<file path="config.mk">
export PLATFORM = sky130hd
export DESIGN_NAME = adpll_loop_filter
export DESIGN_NICKNAME = d
export VERILOG_FILES = /design/src/rtl/adpll_pkg.sv /design/src/rtl/adpll_sat_add.sv /design/src/rtl/adpll_loop_filter.sv
export SDC_FILE = /design/constraint.sdc
export NUM_CORES = 1
export LEC_CHECK = 0
export CELL_PAD_IN_SITES_DETAIL_PLACEMENT = 1
export CELL_PAD_IN_SITES_GLOBAL_PLACEMENT = 2
export CORE_MARGIN = 10
export CORE_UTILIZATION = 39
export CTS_CLUSTER_SIZE = 40
export DETAILED_ROUTE_END_ITERATION = 10
export PLACE_DENSITY = 0.88
export SYNTH_ARGS = -nofsm -noshare
export SYNTH_HDL_FRONTEND = slang
export SYNTH_SLANG_ARGS = --single-unit
</file>
<file path="constraint.sdc">
create_clock -name clk -period 16.1 [get_ports clk]
set_input_delay 4.83 -clock clk [delete_from_list [all_inputs] [get_ports clk]]
set_output_delay 4.83 -clock clk [all_outputs]
set_load 0.005 [all_outputs]
</file>
<file path="src/rtl/adpll_pkg.sv">
// Shared types and constants for the ADPLL phase detector / loop filter.
package adpll_pkg;

  typedef enum logic [1:0] {
    IDLE  = 2'd0,
    ACQ   = 2'd1,
    TRACK = 2'd2
  } state_t;

  localparam int ADPLL_FCW_W    = 12;
  localparam int ADPLL_ERR_W    = 16;
  localparam int ADPLL_INT_W    = 20;
  localparam int ADPLL_OUT_W    = 10;
  localparam int ADPLL_LOCK_CYC = 16;

  // Lock is dropped when |phase_err| exceeds this multiple of lock_thr.
  localparam int LOCK_LOSS_MULT = 4;

  function automatic int mid_scale(input int out_w);
    return 1 << (out_w - 1);
  endfunction

  localparam int DCO_MID = mid_scale(ADPLL_OUT_W);

endpackage

</file>
<file path="src/rtl/adpll_sat_add.sv">
// Signed add that clamps to the most positive / most negative W-bit value.
module adpll_sat_add #(
  parameter int W = 16
) (
  input  logic signed [W-1:0] a,
  input  logic signed [W-1:0] b,
  output logic signed [W-1:0] y
);

  localparam logic signed [W-1:0] MAX_V = {1'b0, {(W-1){1'b1}}};
  localparam logic signed [W-1:0] MIN_V = {1'b1, {(W-1){1'b0}}};

  logic [W:0] full;

  // One guard bit detects overflow; clamp toward the sign of the true sum.
  always_comb begin
    full = {a[W-1], a} + {b[W-1], b};
    if (full[W] != full[W-1]) begin
      y = full[W] ? MIN_V : MAX_V;
    end else begin
      y = full[W-1:0];
    end
  end

endmodule

</file>
<file path="src/rtl/adpll_loop_filter.sv">
// Phase accumulator plus gear-shifted PI filter producing the DCO tuning code.
module adpll_loop_filter
  import adpll_pkg::*;
#(
  parameter int FCW_W    = ADPLL_FCW_W,
  parameter int ERR_W    = ADPLL_ERR_W,
  parameter int INT_W    = ADPLL_INT_W,
  parameter int OUT_W    = ADPLL_OUT_W,
  parameter int LOCK_CYC = ADPLL_LOCK_CYC
) (
  input  logic             clk,
  input  logic             rst_n,
  input  logic             en,
  input  logic             tdc_valid,
  input  logic [FCW_W-1:0] tdc_word,
  input  logic [FCW_W-1:0] fcw,
  input  logic [3:0]       kp_acq_sh,
  input  logic [3:0]       ki_acq_sh,
  input  logic [3:0]       kp_trk_sh,
  input  logic [3:0]       ki_trk_sh,
  input  logic [7:0]       lock_thr,
  output logic [OUT_W-1:0] dco_word,
  output logic             dco_valid,
  output logic             locked,
  output logic [1:0]       state
);

  localparam int SUM_W = INT_W + 2;
  localparam int CNT_W = $clog2(LOCK_CYC + 1);
  localparam logic signed [SUM_W-1:0] MID      = SUM_W'(mid_scale(OUT_W));
  localparam logic signed [SUM_W-1:0] CODE_MAX = SUM_W'((1 << OUT_W) - 1);

  state_t                    cur_state;
  logic        [CNT_W-1:0]   lock_cnt;
  logic signed [ERR_W-1:0]   phase_err;
  logic signed [INT_W-1:0]   integ;
  logic                      s1_valid;

  logic signed [FCW_W-1:0]   d;
  logic signed [ERR_W-1:0]   d_ext;
  logic signed [ERR_W-1:0]   phase_err_sum;
  logic        [3:0]         sh_p;
  logic        [3:0]         sh_i;
  logic signed [ERR_W-1:0]   err_p;
  logic signed [ERR_W-1:0]   err_i;
  logic signed [INT_W-1:0]   err_i_ext;
  logic signed [INT_W-1:0]   integ_next;
  logic signed [SUM_W-1:0]   code_full;
  logic        [OUT_W-1:0]   code_clip;
  logic        [ERR_W:0]     err_mag_in;
  logic        [ERR_W:0]     abs_err;
  logic        [ERR_W:0]     loss_thr;
  logic        [CNT_W-1:0]   lock_cnt_inc;
  logic                      in_thr;
  logic                      lose_lock;

  // Modulo difference reinterpreted as signed: the only place wrap is allowed.
  assign d     = fcw - tdc_word;
  assign d_ext = {{(ERR_W-FCW_W){d[FCW_W-1]}}, d};

  adpll_sat_add #(.W(ERR_W)) u_err_add (
    .a (phase_err),
    .b (d_ext),
    .y (phase_err_sum)
  );

  assign sh_p      = (cur_state == TRACK) ? kp_trk_sh : kp_acq_sh;
  assign sh_i      = (cur_state == TRACK) ? ki_trk_sh : ki_acq_sh;
  assign err_p     = phase_err >>> sh_p;
  assign err_i     = phase_err >>> sh_i;
  assign err_i_ext = {{(INT_W-ERR_W){err_i[ERR_W-1]}}, err_i};

  adpll_sat_add #(.W(INT_W)) u_int_add (
    .a (integ),
    .b (err_i_ext),
    .y (integ_next)
  );

  // Proportional + integral around mid-scale, clipped to the DCO code range.
  always_comb begin
    code_full = {{(SUM_W-ERR_W){err_p[ERR_W-1]}}, err_p}
              + {{(SUM_W-INT_W){integ_next[INT_W-1]}}, integ_next}
              + MID;
    if (code_full < 0) begin
      code_clip = '0;
    end else if (code_full > CODE_MAX) begin
      code_clip = '1;
    end else begin
      code_clip = code_full[OUT_W-1:0];
    end
  end

  assign err_mag_in   = {phase_err[ERR_W-1], phase_err};
  assign abs_err      = err_mag_in[ERR_W] ? (~err_mag_in + 1'b1) : err_mag_in;
  assign loss_thr     = (ERR_W+1)'(lock_thr) * (ERR_W+1)'(LOCK_LOSS_MULT);
  assign in_thr       = abs_err <= (ERR_W+1)'(lock_thr);
  assign lose_lock    = abs_err > loss_thr;
  assign lock_cnt_inc = lock_cnt + 1'b1;

  // Two-stage datapath: accumulate phase error, then update integrator and code.
  always_ff @(posedge clk or negedge rst_n) begin
    if (!rst_n) begin
      phase_err <= '0;
      s1_valid  <= 1'b0;
      integ     <= '0;
      dco_word  <= MID[OUT_W-1:0];
      dco_valid <= 1'b0;
    end else begin
      dco_valid <= 1'b0;
      if (!en) begin
        // integ and dco_word are held so re-acquisition is bumpless.
        phase_err <= '0;
        s1_valid  <= 1'b0;
      end else begin
        s1_valid <= tdc_valid;
        if (tdc_valid) begin
          phase_err <= phase_err_sum;
        end
        if (s1_valid) begin
          integ     <= integ_next;
          dco_word  <= code_clip;
          dco_valid <= 1'b1;
        end
      end
    end
  end

  // Gear-shift FSM, evaluated on the same stage-2 update that refreshes dco_word.
  always_ff @(posedge clk or negedge rst_n) begin
    if (!rst_n) begin
      cur_state <= IDLE;
      lock_cnt  <= '0;
    end else if (!en) begin
      cur_state <= IDLE;
      lock_cnt  <= '0;
    end else begin
      case (cur_state)
        IDLE: cur_state <= ACQ;
        ACQ: begin
          if (s1_valid) begin
            if (in_thr) begin
              lock_cnt <= lock_cnt_inc;
              if (lock_cnt_inc == CNT_W'(LOCK_CYC)) begin
                cur_state <= TRACK;
              end
            end else begin
              lock_cnt <= '0;
            end
          end
        end
        TRACK: begin
          if (s1_valid && lose_lock) begin
            cur_state <= ACQ;
            lock_cnt  <= '0;
          end
        end
        default: begin
          cur_state <= IDLE;
          lock_cnt  <= '0;
        end
      endcase
    end
  end

  assign state  = cur_state;
  assign locked = (cur_state == TRACK);

endmodule

</file>
* After elaboration in Yosys (flattened, before gate mapping)
Cells that the tools add are included.
** Operators by class
- Bitwise operators :: 1
- Equal/unequal tests :: 11
- Multiplexer cells :: 25
- $add $sub $neg :: 7
- Shifts and indexed selects :: 2
- Reductions and logical operators :: 5
- $lt $le $gt $ge :: 4
** Operators by type and width (number)
- two-way mux 16 bit :: 4
- two-way mux 20 bit :: 2
- >>> shifter 16 x 4 -> 16 bit :: 2
- adder 21 x 11 -> 22 bit, second input constant :: 1
- > comparator 22 x 11 -> 1 bit, second input constant :: 1
- less-than comparator 22 x 1 -> 1 bit, second input constant :: 1
- adder 16 x 20 -> 21 bit :: 1
- adder 20 x 16 -> 21 bit :: 1
- two-way mux 10 bit :: 2
- two-way mux 5 bit :: 4
- adder 16 x 12 -> 17 bit :: 1
- adder 17 x 1 -> 17 bit, second input constant :: 1
- > comparator 17 x 10 -> 1 bit :: 1
- <= comparator 17 x 8 -> 1 bit :: 1
- two-way mux 17 bit :: 1
- inverter 17 bit :: 1
- case mux 5 bit (3 select lines) :: 1
- subtractor 12 bit :: 1
- two-way mux 2 bit :: 5
- inequality test 3 bit, second input constant :: 3
- two-way mux 4 bit :: 2
- case mux 2 bit (3 select lines) :: 1
- adder 5 x 1 -> 5 bit, second input constant :: 1
- == test 5 bit, second input constant :: 1
- other kinds (12) :: 15
** Storage, ports and cells
- Output and inout port bits :: 14
- Flip-flop bits (word level) :: 55
- Input port bits :: 52
- Logic and storage cells :: 62

* Depth between registers and ports, before layout
- Depth in word-level cells :: 11
- Mapped depth :: 37
- Gate-level depth less buffers :: 32

* Cells and area by module
A second synthesis with hierarchy kept.
** Unflattened totals
- Cell total of the unflattened synthesis :: 1036
- Area total of the unflattened synthesis :: 8703.3 µm²
** Modules (own cells, without submodules)
- adpll_loop_filter :: cells each 679, area each 6119.6 µm², instances 1
- adpll_sat_add (u_err_add) :: cells each 185, area each 1365.1 µm², instances 1
- adpll_sat_add (u_int_add) :: cells each 172, area each 1218.7 µm², instances 1

* Worst setup path before layout
Ideal clock, no wire load.
- Path type :: input -> register
- Start point :: input ki_trk_sh[1]
- End point :: register dco_word[3]
- Required time :: 15.952 ns
- Buffers on the path :: 3
- Stages on the path :: 32
- Arrival :: 11.396 ns
- Slack :: 4.556 ns
- Library setup time :: 0.148 ns
- Cells stage by stage :: mux2i_1 clkbuf_1 mux2i_1 mux2i_1 mux2i_1 ha_1 inv_1 fa_1 nor2b_1 o31ai_1 a22oi_1 a31oi_1 a21oi_1 a221oi_1 mux2i_1 clkbuf_1 nand2_1 nand2_1 ha_1 ha_1 inv_1 fa_1 nor2b_1 o2111ai_1 a31oi_1 a41oi_1 a2111oi_0 o211ai_1 nor4_1 a311o_1 buf_2 o311ai_0
** On the way
- Cells in the longest elaborated chain, start to end :: 10
- Elaborated cells between the ends (all ways) :: 12
** RTL lines
- start: declaration :: line adpll_loop_filter.sv:20 : input logic [3:0] ki_trk_sh,
- two-way mux 4 bit * :: line adpll_loop_filter.sv:68 : assign sh_i = (cur_state == TRACK) ? ki_trk_sh : ki_acq_sh;
- >>> shifter 16 x 4 -> 16 bit * :: line adpll_loop_filter.sv:70 : assign err_i = phase_err >>> sh_i;
- adder 20 x 16 -> 21 bit * :: line adpll_sat_add.sv:17 : full = {a[W-1], a} + {b[W-1], b};
- two-way mux 20 bit / inequality test 1 bit (equally long branches) :: line adpll_sat_add.sv:19, adpll_sat_add.sv:18
- two-way mux 20 bit * :: line adpll_sat_add.sv:18 : if (full[W] != full[W-1]) begin
- net integ_next[0] :: line adpll_loop_filter.sv:47 : logic signed [INT_W-1:0] integ_next;
- adder 16 x 20 -> 21 bit * :: line adpll_loop_filter.sv:82 : + {{(SUM_W-INT_W){integ_next[INT_W-1]}}, integ_next}
- adder 21 x 11 -> 22 bit * :: line adpll_loop_filter.sv:83 : + MID;
- > comparator 22 x 11 -> 1 bit :: line adpll_loop_filter.sv:86 : end else if (code_full > CODE_MAX) begin
- two-way mux 10 bit :: line adpll_loop_filter.sv:86
- two-way mux 10 bit * :: line adpll_loop_filter.sv:84 : if (code_full < 0) begin
- end signal: assignment :: line adpll_loop_filter.sv:106 : dco_word <= MID[OUT_W-1:0];
- end signal: assignment :: line adpll_loop_filter.sv:121 : dco_word <= code_clip;
- end: declaration :: line adpll_loop_filter.sv:22 : output logic [OUT_W-1:0] dco_word,
The timed path passes the listed nets; every way through them passes the cells marked *.
A chain may end at the register's enable or synchronous reset.

* Final worst setup path
Ends and elaborated chain as after synthesis.

==> run metrics <==
result of the run complete, no violations; vias in the first global route 7,697; CP Class primary input to flip-flop; clock skew 10.75 ps; Mapped Cells 993; clock sinks 55; CP Depth 30; Post-Synthesis Cell Area 8059 um2; via-per-instance ratio 5.744; first-pass GRT wire length 39.27 mm; count of warnings emitted by yosys 0; sequential-to-total area share from yosys stat 17.09%; Via Count 7,467; Syn Area/Cell 8.116 um2; cell family with most CP delay compound AO/OA/AOI/OAI gates; Post-synth EDFFs 0; critical path launch point ki_trk_sh[1]; slowest CP cell mux2i_2; Min-Delay Path Class flip-flop to flip-flop; Worst setup endpoint dco_word[3]$_DFFE_PN0P_; Worst Path Arrival 13,250 ps; FMAX 76.37 MHz; number of cell rows 52; FILL cells 2,490; Fin. Hold Viols 0; Die Y 163.8 um; final setup vio count 0; Synth top cells by count ha_1, a21oi_1, nand2_1, mux2i_1, inv_1; H-tree depth 2; area of the multi-input gates 6284 um2; area leader, netlist dfrtp_1; drt first-iter violations 404; number of I/O pins 66; Crit Path Max Fanout 17; Worst path max stage delay 910 ps; CTS tree done; Fin Setup TNS 0 ps; DR WL/cell 18.10 um; post_cts resized 0; clk_lat worst skew 320 ps; uppermost layer routed met4; met1 WL 12.01 mm; Worst-path clk slew 80 ps; top-count cell post-synth ha_1; Worst Reg-to-Reg Cells 30; P&R area growth vs syn 13.17%; most frequent cell on the critical path mux2i_1; antenna viol nets, final 0; DIE AREA 26,810 um2; Root Driver clkbuf_16; Critical Path End Type flip-flop; maximum clock path buffer count 2; drt total wl 23.53 mm; Yosys cell types 71; DPL Wire Length 18.62 mm; Worst Hold Slack 498.7 ps; ANT cells 0; Die Wd 163.8 um; routability cong. 0.8730; Initial Utilization 39.70%; Final period util 81.33%; largest net degree at the start of global routing 56; core area 20,300 um2; post-CTS setup buffer count 0; Layout Nets 1,191; Post-synth top flop dfrtp_1; initial antenna violation count 0; Yosys top cell area share 16.77%; Max-slew headroom 20.67%; drt first pass iters 4; type of origin of the critical path primary input; flop2flop setup slack 6480 ps; cts hold-fix bufs 0; Bufs and invs on worst path 4; # Max-Cap Violations 0; worst r2r src state[1]$_DFFE_PN0P_; DRC violations left 0; CTS Buf Count 5; Crit Reg-Reg Endpoint dco_word[3]$_DFFE_PN0P_; met2 routed WL 10.33 mm; Seq. cell area 1378 um2; max-slew violations 0; IO Port Bufs 65; WHS Path Cells 2; total track usage 17.53%; Post-synth ARST share 100.0%; grt total ovfl 0; largest cells by area after synthesis dfrtp_1, ha_1, mux2i_1; Slew @ Worst Pin 1167 ps; share of layout cells above drive strength 1 5.631%; Final min period 13,090 ps; Seq cells post-synth 55; CP required 16,260 ps; Synthesized Nets 1,155; Detail Route met3 WL 869 um; unrepaired setup endpoints after global routing false
registers in the layout, indices dropped and copies added (netlist names):
signal / cells
state: 2
dco_valid: 1
phase_err: 16
lock_cnt: 5
integ: 20
s1_valid: 1
dco_word: 10
metrics by stage:
step / instances / util, % / worst slack [ps] / area (um2)
final: 1300 / 44.93 / 3005 / 9120
after floorplan: 993 / - / 4556 / 8059
after global placement: 1292 / 44.14 / 3186 / 8960
after CTS: 1300 / 44.93 / 3048 / 9120
after detailed placement: 1292 / 44.14 / 2732 / 8960
after global routing: 1300 / 44.93 / 2188 / 9120
worst min path at each step:
stage / from / to / slack [ps]
floorplan: integ[19]$_DFFE_PN0P_ / integ[19]$_DFFE_PN0P_ / 460
detailed placement: integ[19]$_DFFE_PN0P_ / integ[19]$_DFFE_PN0P_ / 490
CTS: integ[19]$_DFFE_PN0P_ / integ[19]$_DFFE_PN0P_ / 510
global route: integ[19]$_DFFE_PN0P_ / integ[19]$_DFFE_PN0P_ / 530
finish: integ[19]$_DFFE_PN0P_ / integ[19]$_DFFE_PN0P_ / 500
global placement: integ[19]$_DFFE_PN0P_ / integ[19]$_DFFE_PN0P_ / 480
routing by layer:
layer	vias to the layer above	GRT usage, %
met1	3593	24.99
met5	-	0
met2	134	27.13
met3	23	3.054
met4	0	3.534
li1	3717	-
cell type report:
| class | instances | share of cell area (%) |
|---|---|---|
| clock buffer | 7 | 1.674 |
| clock inverter | 1 | 0.08232 |
| inverter | 60 | 2.469 |
| multi-input combinational | 830 | 68.90 |
| sequential | 55 | 15.10 |
| tap | 270 | 3.704 |
| timing repair buffer | 77 | 8.067 |
worst reg2reg max path, delay by kind of cell, from the launching register on:
kind	cells	cell delay (ps)
buf+inv	3	430
flops	1	460
compound gates	13	3290
mux	5	2380
simple gates	4	1520
fa+ha+maj	5	1400
logic make-up (layout without fill, tap and decap cells):
| group | Yosys count | count (layout) | synth area share [%] |
|---|---|---|---|
| mux | 94 | 94 | 13.24 |
| fa+ha+maj | 123 | 123 | 19.07 |
| simple gates | 263 | 263 | 15.90 |
| compound gates | 298 | 298 | 23.75 |
| xor+xnor | 52 | 52 | 5.651 |
| buf+inv | 108 | 145 | 5.294 |
| flops | 55 | 55 | 17.09 |
layout by cell type (no fill, tap or decap), types with 9 or more instances in the layout:
master	n
a21boi_0	11
a21o_1	29
a21oi_1	95
a22oi_1	10
a31oi_1	12
and3_1	9
buf_4	12
clkdlybuf4s50_1	64
dfrtp_1	54
ha_1	106
inv_1	60
maj3_1	13
mux2i_1	69
mux4_2	9
nand2_1	91
nand2b_1	11
nand3_1	19
nor2_1	59
nor2b_1	16
nor3_1	11
o211ai_1	11
o21a_1	12
o21ai_0	56
o21bai_1	9
xnor2_1	42
xor2_1	10
Power is left out: the tool's default activity adds up to more than one toggle a clock period on the data nets, which glitch-free logic cannot reach.
